===== config.mk =====
export PLATFORM = sky130hd
export DESIGN_NAME = led_pattern_sched
export DESIGN_NICKNAME = d
export VERILOG_FILES = /design/src/rtl/led_pattern_sched.sv
export SDC_FILE = /design/constraint.sdc
export NUM_CORES = 1
export LEC_CHECK = 0
export CELL_PAD_IN_SITES_DETAIL_PLACEMENT = 1
export CELL_PAD_IN_SITES_GLOBAL_PLACEMENT = 2
export CORE_MARGIN = 1
export CORE_UTILIZATION = 31
export DETAILED_ROUTE_END_ITERATION = 7
export HOLD_SLACK_MARGIN = 0.05
export PLACE_DENSITY = 0.77
export SKIP_CTS_REPAIR_TIMING = 1
export SLEW_MARGIN = 20
export SYNTH_ARGS = -nofsm -noshare
export SYNTH_HDL_FRONTEND = slang
export SYNTH_SLANG_ARGS = --single-unit

===== constraint.sdc =====
create_clock -name FPGA_CLK -period 2.5 [get_ports FPGA_CLK]
set_clock_uncertainty 0.2 [all_clocks]
set_input_delay 0.375 -clock FPGA_CLK [delete_from_list [all_inputs] [get_ports FPGA_CLK]]
set_output_delay 0.375 -clock FPGA_CLK [all_outputs]
set_load 0.02 [all_outputs]

===== src/rtl/led_pattern_sched.sv =====
// Timed LED pattern generator (blink/chase/bounce/count) with a prescaled step
// and a two-owner arbiter that lets an external requester take over F_LED.
module led_pattern_sched #(
  parameter int unsigned STEP_CYCLES = 25000000
) (
  input  logic       FPGA_CLK,
  input  logic       FPGA_RST,
  input  logic       mode_next,
  input  logic       ovr_req,
  input  logic [3:0] ovr_pattern,
  output logic       ovr_gnt,
  output logic [1:0] mode,
  output logic       step_tick,
  output logic [4:1] F_LED
);

  typedef enum logic {OWN_PAT = 1'b0, OWN_OVR = 1'b1} own_t;

  localparam logic [31:0] CNT_LAST = 32'(STEP_CYCLES - 1);

  own_t        state, state_nxt;
  logic [31:0] cnt, cnt_nxt;
  logic [3:0]  pat, pat_nxt, led_nxt;
  logic        dir_up, dir_up_nxt;
  logic [1:0]  mode_nxt;
  logic        gnt_nxt, tick_nxt;

  function automatic logic [3:0] entry_pat(input logic [1:0] m);
    return (m == 2'd1 || m == 2'd2) ? 4'b0001 : 4'b0000;
  endfunction

  // Returns {direction_up, next_pattern}; only BOUNCE ever changes direction.
  function automatic logic [4:0] step_pat(input logic [1:0] m, input logic [3:0] p,
                                          input logic up);
    logic [4:0] r;
    r = {up, p};
    case (m)
      2'd0: r = {up, ~p};
      2'd1: r = {up, p[2:0], p[3]};
      2'd2: begin
        if (up)
          r = (p == 4'b1000) ? {1'b0, 4'b0100} : {1'b1, p[2:0], 1'b0};
        else
          r = (p == 4'b0001) ? {1'b1, 4'b0010} : {1'b0, 1'b0, p[3:1]};
      end
      default: r = {up, p + 4'd1};
    endcase
    return r;
  endfunction

  always_comb begin
    state_nxt  = state;
    cnt_nxt    = cnt;
    pat_nxt    = pat;
    dir_up_nxt = dir_up;
    mode_nxt   = mode;
    gnt_nxt    = ovr_gnt;
    tick_nxt   = 1'b0;
    led_nxt    = pat;
    case (state)
      OWN_PAT: begin
        if (mode_next) begin
          // A mode change restarts the step and swallows any coinciding step.
          mode_nxt   = mode + 2'd1;
          pat_nxt    = entry_pat(mode_nxt);
          cnt_nxt    = '0;
          dir_up_nxt = 1'b1;
          led_nxt    = pat_nxt;
        end else if (!ovr_req) begin
          if (cnt == CNT_LAST) begin
            cnt_nxt               = '0;
            {dir_up_nxt, pat_nxt} = step_pat(mode, pat, dir_up);
            tick_nxt              = 1'b1;
          end else begin
            cnt_nxt = cnt + 32'd1;
          end
          led_nxt = pat_nxt;
        end
        if (ovr_req) begin
          state_nxt = OWN_OVR;
          gnt_nxt   = 1'b1;
          led_nxt   = ovr_pattern;
        end
      end
      OWN_OVR: begin
        if (ovr_req) begin
          led_nxt = ovr_pattern;
        end else begin
          state_nxt = OWN_PAT;
          gnt_nxt   = 1'b0;
          led_nxt   = pat;
        end
      end
    endcase
  end

  always_ff @(posedge FPGA_CLK) begin
    if (FPGA_RST) begin
      state     <= OWN_PAT;
      cnt       <= '0;
      pat       <= '0;
      dir_up    <= 1'b1;
      mode      <= '0;
      ovr_gnt   <= 1'b0;
      step_tick <= 1'b0;
      F_LED     <= '0;
    end else begin
      state     <= state_nxt;
      cnt       <= cnt_nxt;
      pat       <= pat_nxt;
      dir_up    <= dir_up_nxt;
      mode      <= mode_nxt;
      ovr_gnt   <= gnt_nxt;
      step_tick <= tick_nxt;
      F_LED     <= led_nxt;
    end
  end

endmodule


* After elaboration in Yosys (flattened, before gate mapping)
Index checks and enable logic that the tools add are counted.
** Storage, ports and cells
- Flip-flop bits (word level) :: 46
- Bits in latches :: 0
- Memory bits (writable) :: 0
- Bits in read-only memories :: 0
- Input port bits :: 8
- Output and inout port bits :: 8
- Word-level logic and storage cells :: 57
- Memories :: 0
** Cells by class
- Add/sub/neg operators :: 3
- Multipliers :: 0
- Div/mod/pow operators :: 0
- $lt $le $gt $ge :: 0
- Equality and inequality tests :: 12
- Shifts and indexed selects :: 0
- Mux-type cells :: 23
- Bitwise logic cells :: 2
- Reduce and logical (&&, ||, !) cells :: 9
** Operator list (count)
- $mux W32 :: 3
- $add A32 B1 Y32 const B :: 1
- $eq A32 B25 Y1 const B :: 1
- $mux W4 :: 6
- $mux W5 :: 3
- $pmux W5 S3 :: 1
- $ne A2 B2 Y1 const B :: 5
- $mux W1 :: 8
- $pmux W4 S2 :: 1
- $reduce_and A2 Y1 :: 3
- $reduce_and A6 Y1 :: 1
- $add A4 B1 Y4 const B :: 1
- $eq A2 B1 Y1 const B :: 2
- $eq A2 B2 Y1 const B :: 2
- $eq A4 B1 Y1 const B :: 1
- $eq A4 B4 Y1 const B :: 1
- $not A4 Y4 :: 1
- $reduce_bool A2 Y1 :: 2
- $reduce_or A4 Y1 :: 1
- $add A2 B1 Y2 const B :: 1
- $logic_not A2 Y1 :: 1
- $pmux W1 S2 :: 1
- $logic_or A1 B1 Y1 :: 1
- $not A1 Y1 :: 1

* Longest topological paths before layout
Gate-level depths: netlist of the first run.
- Depth after elaboration :: 8
- Gate-level depth with buffers :: 7
- Mapped depth without buffers :: 7

* Worst setup path before layout of the first run
Ideal clock, no wire load.
- Path type :: flip-flop to flip-flop
- Start :: register cnt[8]
- End :: register dir_up
- Setup time :: 0.062 ns
- Arrival time :: 1.881 ns
- Setup slack :: 0.356 ns
- Stages on the path, launching flop included :: 6
- Buffers on the path :: 0
- Clock period less this slack :: 2.144 ns
- Cells stage by stage :: dfxtp_1 -> or4_4 -> nor4_4 -> nand3_2 -> or4_1 -> nand3_1
** Between the ends
- Word-level cells in the longest chain between the ends :: 3
** Ends and longest elaborated chain
- from (decl) :: RTL line 22 : logic [31:0] cnt, cnt_nxt;
- from (signal assigned) :: RTL line 109 : cnt <= cnt_nxt;
- $eq A32 B25 Y1 :: RTL line 70 : if (cnt == CNT_LAST) begin
- $reduce_bool A2 Y1 (no line)
- $reduce_and A6 Y1 (no line)
- to (signal assigned) :: RTL line 111 : dir_up <= dir_up_nxt;
- to (decl) :: RTL line 24 : logic dir_up, dir_up_nxt;
No other way between the ends.
A chain may end at the register's enable or synchronous reset.

* Worst setup path in the final report of the first run
Ends and elaborated chain as after synthesis.

==> results of run 1 <==
[worst min path at each step]
| stage | end | start | cells after the start |
|---|---|---|---|
| 6_report | cnt[0]$_SDFFE_PP0P_ | cnt[0]$_SDFFE_PP0P_ | 2 |
| 5_1_grt | cnt[0]$_SDFFE_PP0P_ | cnt[0]$_SDFFE_PP0P_ | 2 |
| 4_1_cts | cnt[0]$_SDFFE_PP0P_ | cnt[0]$_SDFFE_PP0P_ | 2 |
| 3_5_place_dp | cnt[31]$_SDFFE_PP0P_ | cnt[31]$_SDFFE_PP0P_ | 2 |
| 3_3_place_gp | cnt[0]$_SDFFE_PP0P_ | cnt[0]$_SDFFE_PP0P_ | 2 |
| 2_1_floorplan | cnt[0]$_SDFFE_PP0P_ | cnt[0]$_SDFFE_PP0P_ | 2 |
[power breakdown]
| group | internal, mW | switching, mW |
|---|---|---|
| registers | 0.744 | 0.0154 |
| clock network | 0.298 | 0.271 |
| logic | 0.0812 | 0.0970 |
| total | 1.12 | 0.383 |
[cells in the final DEF (no fill, tap or decap), types with 6 or more instances in the layout]
cell type        instances
clkdlybuf4s50_1         15
inv_1                   13
nand4_1                 14
nor3_1                   9
xor2_1                  19
ha_1                     9
nor4_1                   9
o21ai_0                 12
nand2_1                 23
nor2_1                  35
dfxtp_1                 46
o31ai_1                  6
and3_1                   7
nand3_1                 16
a21oi_1                 11
buf_4                   22
[sequential cells by signal, indices dropped and copies added, names as in the netlist]
signal / count
F_LED: 4
cnt: 32
ovr_gnt: 1
state: 1
dir_up: 1
step_tick: 1
mode: 2
pat: 4
[critical path, stage by stage, from the launching register on]
cell     delay, ns
dfxtp_1       0.37
or4_4         0.55
nor4_4        0.29
nand3_2       0.24
or4_1         0.57
nand3_1       0.09
[cell families after synthesis]
family                   after synthesis  share of synthesized area
AND/OR/NAND/NOR                      140                     0.3061
XOR/XNOR                              24                    0.08472
buffers and inverters                 27                    0.04488
multiplexers                           1                   0.004034
flip-flops                            46                     0.3712
adder cells (fa/ha/maj)                9                    0.04539
AO/OA/AOI/OAI                         54                     0.1437
[cell type report]
| cell class | instances | area, um^2 | area share |
|---|---|---|---|
| inverters | 13 | 48.80 | 0.01635 |
| multi-input cells | 228 | 1458 | 0.4885 |
| clock buffers | 5 | 68.82 | 0.02306 |
| well taps | 102 | 127.6 | 0.04277 |
| flip-flops and latches | 46 | 920.9 | 0.3086 |
| repair buffers | 37 | 315.3 | 0.1057 |
| clock inverters | 3 | 45.04 | 0.01509 |
[routing by layer]
layer  part of all wire  global-route usage  vias up
met2               0.45              0.2794       29
met1               0.51              0.2541     1142
met3              0.030             0.02848        7
met4             0.0089             0.04101        0
li1                   -                   -     1155
met5                  0                   0        -
[metrics by stage]
step                      instance area [um^2]    util  hold slack [ns]  power (mW)
after detailed placement                  2861  0.3703           0.2863      0.9538
after global routing                      2984  0.3862           0.3300       1.576
final                                     2984  0.3862           0.2887       1.506
after CTS                                 2975  0.3850           0.2998       1.527
after global placement                    2861  0.3703           0.2718      0.9519
after floorplan                           2481       -           0.2572      0.8810
==> results.tsv, run 1 <==
metric	value	unit
Clock Sinks	46	
crit start category	flop	
ratio of cells with drive above 1 in the final layout	0.1084	
RSZ-0062 raised after global routing	no	
Final Cycle Share	0.9505	
initial core utilization	0.3211	
drt via density	5.376	
Worst Hold Class	flop to flop	
setup TNS	0	ns
CP Capture Type	flop	
Synth Instances	301	
FMAX	420.9	MHz
DRT antenna net count	0	
wirelength, routed	6842	um
I/O pins	16	
H-tree Lvls	2	
P&R area growth vs syn	20.27	%
die height	91.47	um
diode count	0	
worst-case reg-to-reg path depth	5	
worst slew pin tran	0.4907	ns
setup violators final	0	
min Tclk post-route	2.376	ns
status	complete, no violations	
post-synth cell types	48	
r2r startpoint	cnt[8]$_SDFFE_PP0P_	
NumNets Final	348	
Placed Cells	426	
peak supply drop	0.2188	mV
Crit. Startpoint	cnt[8]$_SDFFE_PP0P_	
num rows	32	
fin worst setup slack	0.1239	ns
Vias	2333	
fin. max-slew vios	0	
CTS root buf	clkbuf_8	
Detailed Place HPWL	5294	um
synthesized area	2481	um^2
first drt pass iteration count	4	
fillers	953	
routability congestion estimate	0.7895	
ratio of total power to cell area	504.6	nW/um^2
Port Buffers	15	
sequential fraction of the synthesis area	0.3712	
largest net degree at the start of global routing	17	
DIE WIDTH	91.47	um
top-count cell post-synth	dfxtp_1	
synth cell count leaders	dfxtp_1, nor2_1, nand2_1, xor2_1, nand3_1	
required time worst endpoint	2.55	ns
Post-Synthesis Net Count	318	
Post-synth top flop	dfxtp_1	
Lkg Pwr	0.9996	nW
die area	8366	um^2
TritonCTS Buffers	5	
Final Hold Fails	0	
share of the synthesized area in the top cell type	0.3712	
Synth Register Bits	46	
grt total ovfl	0	
top cells by area, synth	dfxtp_1, xor2_1, nor2_1	
drt wl/cell	15.76	um
Residual DRC	0	
r2r endpoint	dir_up$_SDFFE_PP1P_	
clk_lat worst skew	0.31	ns
CTS tree	built	
Max Cap Violations	0	
Slew headroom	0.6724	
Reg2Reg Setup Slack	0.12	ns
first-pass GRT wire length	11910	um
final std cells w/o fill	434	
crit-path max FO	8	
core area	7727	um^2
Worst EP arrival	2.42	ns
Yosys warnings	0	
Worst-path clk slew	0.10	ns
Async S/R FF share, synth	0	
syn_area_per_cell	8.243	um^2
crit path capture	dir_up$_SDFFE_PP1P_	
number of antenna violations at the first check in global routing	0	
CTS Buffer Depth	2	
gr usage total	0.1782	
Iteration-0 DRC Markers	107	
vias in the first global route	2414	
Worst Path Class, Setup	flop to flop	
Synth area leader	dfxtp_1	
Post-synth EDFFs	0	
dpl ws	0.06211	ns
Note: power is estimated with default switching activity, not from simulation.
==> run 2, diff against run 1 <==
--- a/config.mk
+++ b/config.mk
@@ -11,7 +11,7 @@
 export CORE_UTILIZATION = 31
 export DETAILED_ROUTE_END_ITERATION = 7
 export HOLD_SLACK_MARGIN = 0.05
-export PLACE_DENSITY = 0.77
+export PLACE_DENSITY_LB_ADDON = 0.1
 export SKIP_CTS_REPAIR_TIMING = 1
 export SLEW_MARGIN = 20
 export SYNTH_ARGS = -nofsm -noshare
==> results.tsv, run 2 (synthesized netlist as in run 1, its figures left out) <==
metric	value	unit	change
status	complete, no violations		
Vias	2298		-1.5%
Detailed Place HPWL	5331	um	+0.69%
crit-path max FO	11		+3
Final Hold Fails	0		unchanged
setup violators final	0		unchanged
CTS root buf	clkbuf_8		
diode count	0		unchanged
register area	920.9	um^2	unchanged
Final Cycle Share	0.9389		-0.01155
CP Capture Type	flop		
crit start category	flop		
area occupied by multi-input gates	1456	um^2	about the same
CTS Buffer Depth	2		unchanged
max reg flops	32		unchanged
most common cell after layout, fill and taps aside	dfxtp_1		
NumNets Final	350		+0.57%
Port Buffers	15		unchanged
ratio of cells with drive above 1 in the final layout	0.1138		+0.005339
ratio of total power to cell area	480.1	nW/um^2	-4.9%
Clock Sinks	46		unchanged
TritonCTS Buffers	5		unchanged
drt wl/cell	16.14	um	+2.4%
I/O pins	16		unchanged
die area	8366	um^2	unchanged
CTS tree	built		
hold path cells	2		unchanged
die height	91.47	um	unchanged
required time worst endpoint	2.55	ns	about the same
num rows	32		unchanged
Placed Cells	428		+0.47%
core area	7727	um^2	unchanged
gr usage total	0.1815		+0.003310
DRT antenna net count	0		unchanged
fin worst setup slack	0.1527	ns	+0.02887 ns
H-tree Lvls	2		unchanged
Worst Hold Class	flop to flop		
peak supply drop	0.2253	mV	+3.0%
final std cells w/o fill	436		+0.46%
Worst EP arrival	2.40	ns	-0.02 ns
WHS	0.2946	ns	+0.005951 ns
Slew headroom	0.6611		-0.01132
setup TNS	0	ns	unchanged
dpl ws	0.1209	ns	+0.05880 ns
Max Cap Violations	0		unchanged
clk_lat worst skew	0.31	ns	about the same
min Tclk post-route	2.347	ns	-0.02887 ns
Finished Cell Area	2979	um^2	-0.17%
fillers	933		-2.1%
P&R area growth vs syn	20.07	%	
initial core utilization	0.3211		unchanged
DIE WIDTH	91.47	um	unchanged
top flop regs	cnt (32), F_LED (4), pat (4)		
Worst-path clk slew	0.10	ns	about the same
wirelength, routed	7039	um	+2.9%
RSZ-0062 raised after global routing	no		
first-pass GRT wire length	11970	um	+0.52%
Residual DRC	0		unchanged
worst slew pin tran	0.4955	ns	+0.004832 ns
Worst Path Class, Setup	flop to flop		
Core Util, Final	0.3855		-0.0006470
worst-case reg-to-reg path depth	6		+1
commonest cells after routing, fill and taps aside	dfxtp_1, nor2_1, buf_4		
grt total ovfl	0		unchanged
Final Power	1.430	mW	-5.0%
first drt pass iteration count	4		unchanged
Reg with most FFs	cnt		
routability congestion estimate	0.8221		+4.1%
Area after DPL	2877	um^2	+0.52%
Iteration-0 DRC Markers	83		-22%
FMAX	426.0	MHz	+1.2%
vias in the first global route	2293		-5.0%
Lkg Pwr	1.005	nW	+0.51%
drt via density	5.271		-2.0%
fin. max-slew vios	0		unchanged
largest net degree at the start of global routing	17		unchanged
number of antenna violations at the first check in global routing	0		unchanged
[run 2: changes by cell type in the layout (fill, tap and decap cells not counted), sizes merged]
cell / previous run / this run
buf: 22 / 24
bufinv: 1 / 0
clkbuf: 5 / 6
clkinv: 0 / 1
clkinvlp: 2 / 1
[run 2: metal layers]
metal,track usage,part of all wire,vias up
met1,0.2715,0.54,1104
met2,0.2594,0.42,31
li1,-,-,1156
met5,0,0,-
met3,0.03518,0.032,7
met4,0.05159,0.011,0
[run 2: report_power, final]
part	total [mW]	internal, mW	switching [mW]
registers	0.760	0.744	0.0164
logic	0.178	0.0823	0.0962
clock network	0.492	0.223	0.269
total	1.43	1.05	0.381
[run 2: layout make-up]
class,count,area share
inverters,13,0.01638
well taps,102,0.04284
multi-input cells,228,0.4889
clock inverters,2,0.004200
repair buffers,39,0.1109
clock buffers,6,0.02772
flip-flops and latches,46,0.3091
[run 2: final timing paths]
path	start	end	slack [ns]
max reg2reg	cnt[8]$_SDFFE_PP0P_	F_LED[1]$_SDFF_PP0_	0.15
max	cnt[8]$_SDFFE_PP0P_	F_LED[1]$_SDFF_PP0_	0.15
min	cnt[31]$_SDFFE_PP0P_	cnt[31]$_SDFFE_PP0P_	0.29
min reg2reg	cnt[31]$_SDFFE_PP0P_	cnt[31]$_SDFFE_PP0P_	0.29
[run 2: worst max-delay path, cell delays in order (launching register included)]
cell and delay, ns:
dfxtp_1 0.36, or4_4 0.55, nor4_4 0.31, nand3_4 0.19
buf_4 0.23, nor4_1 0.29, o31a_1 0.16
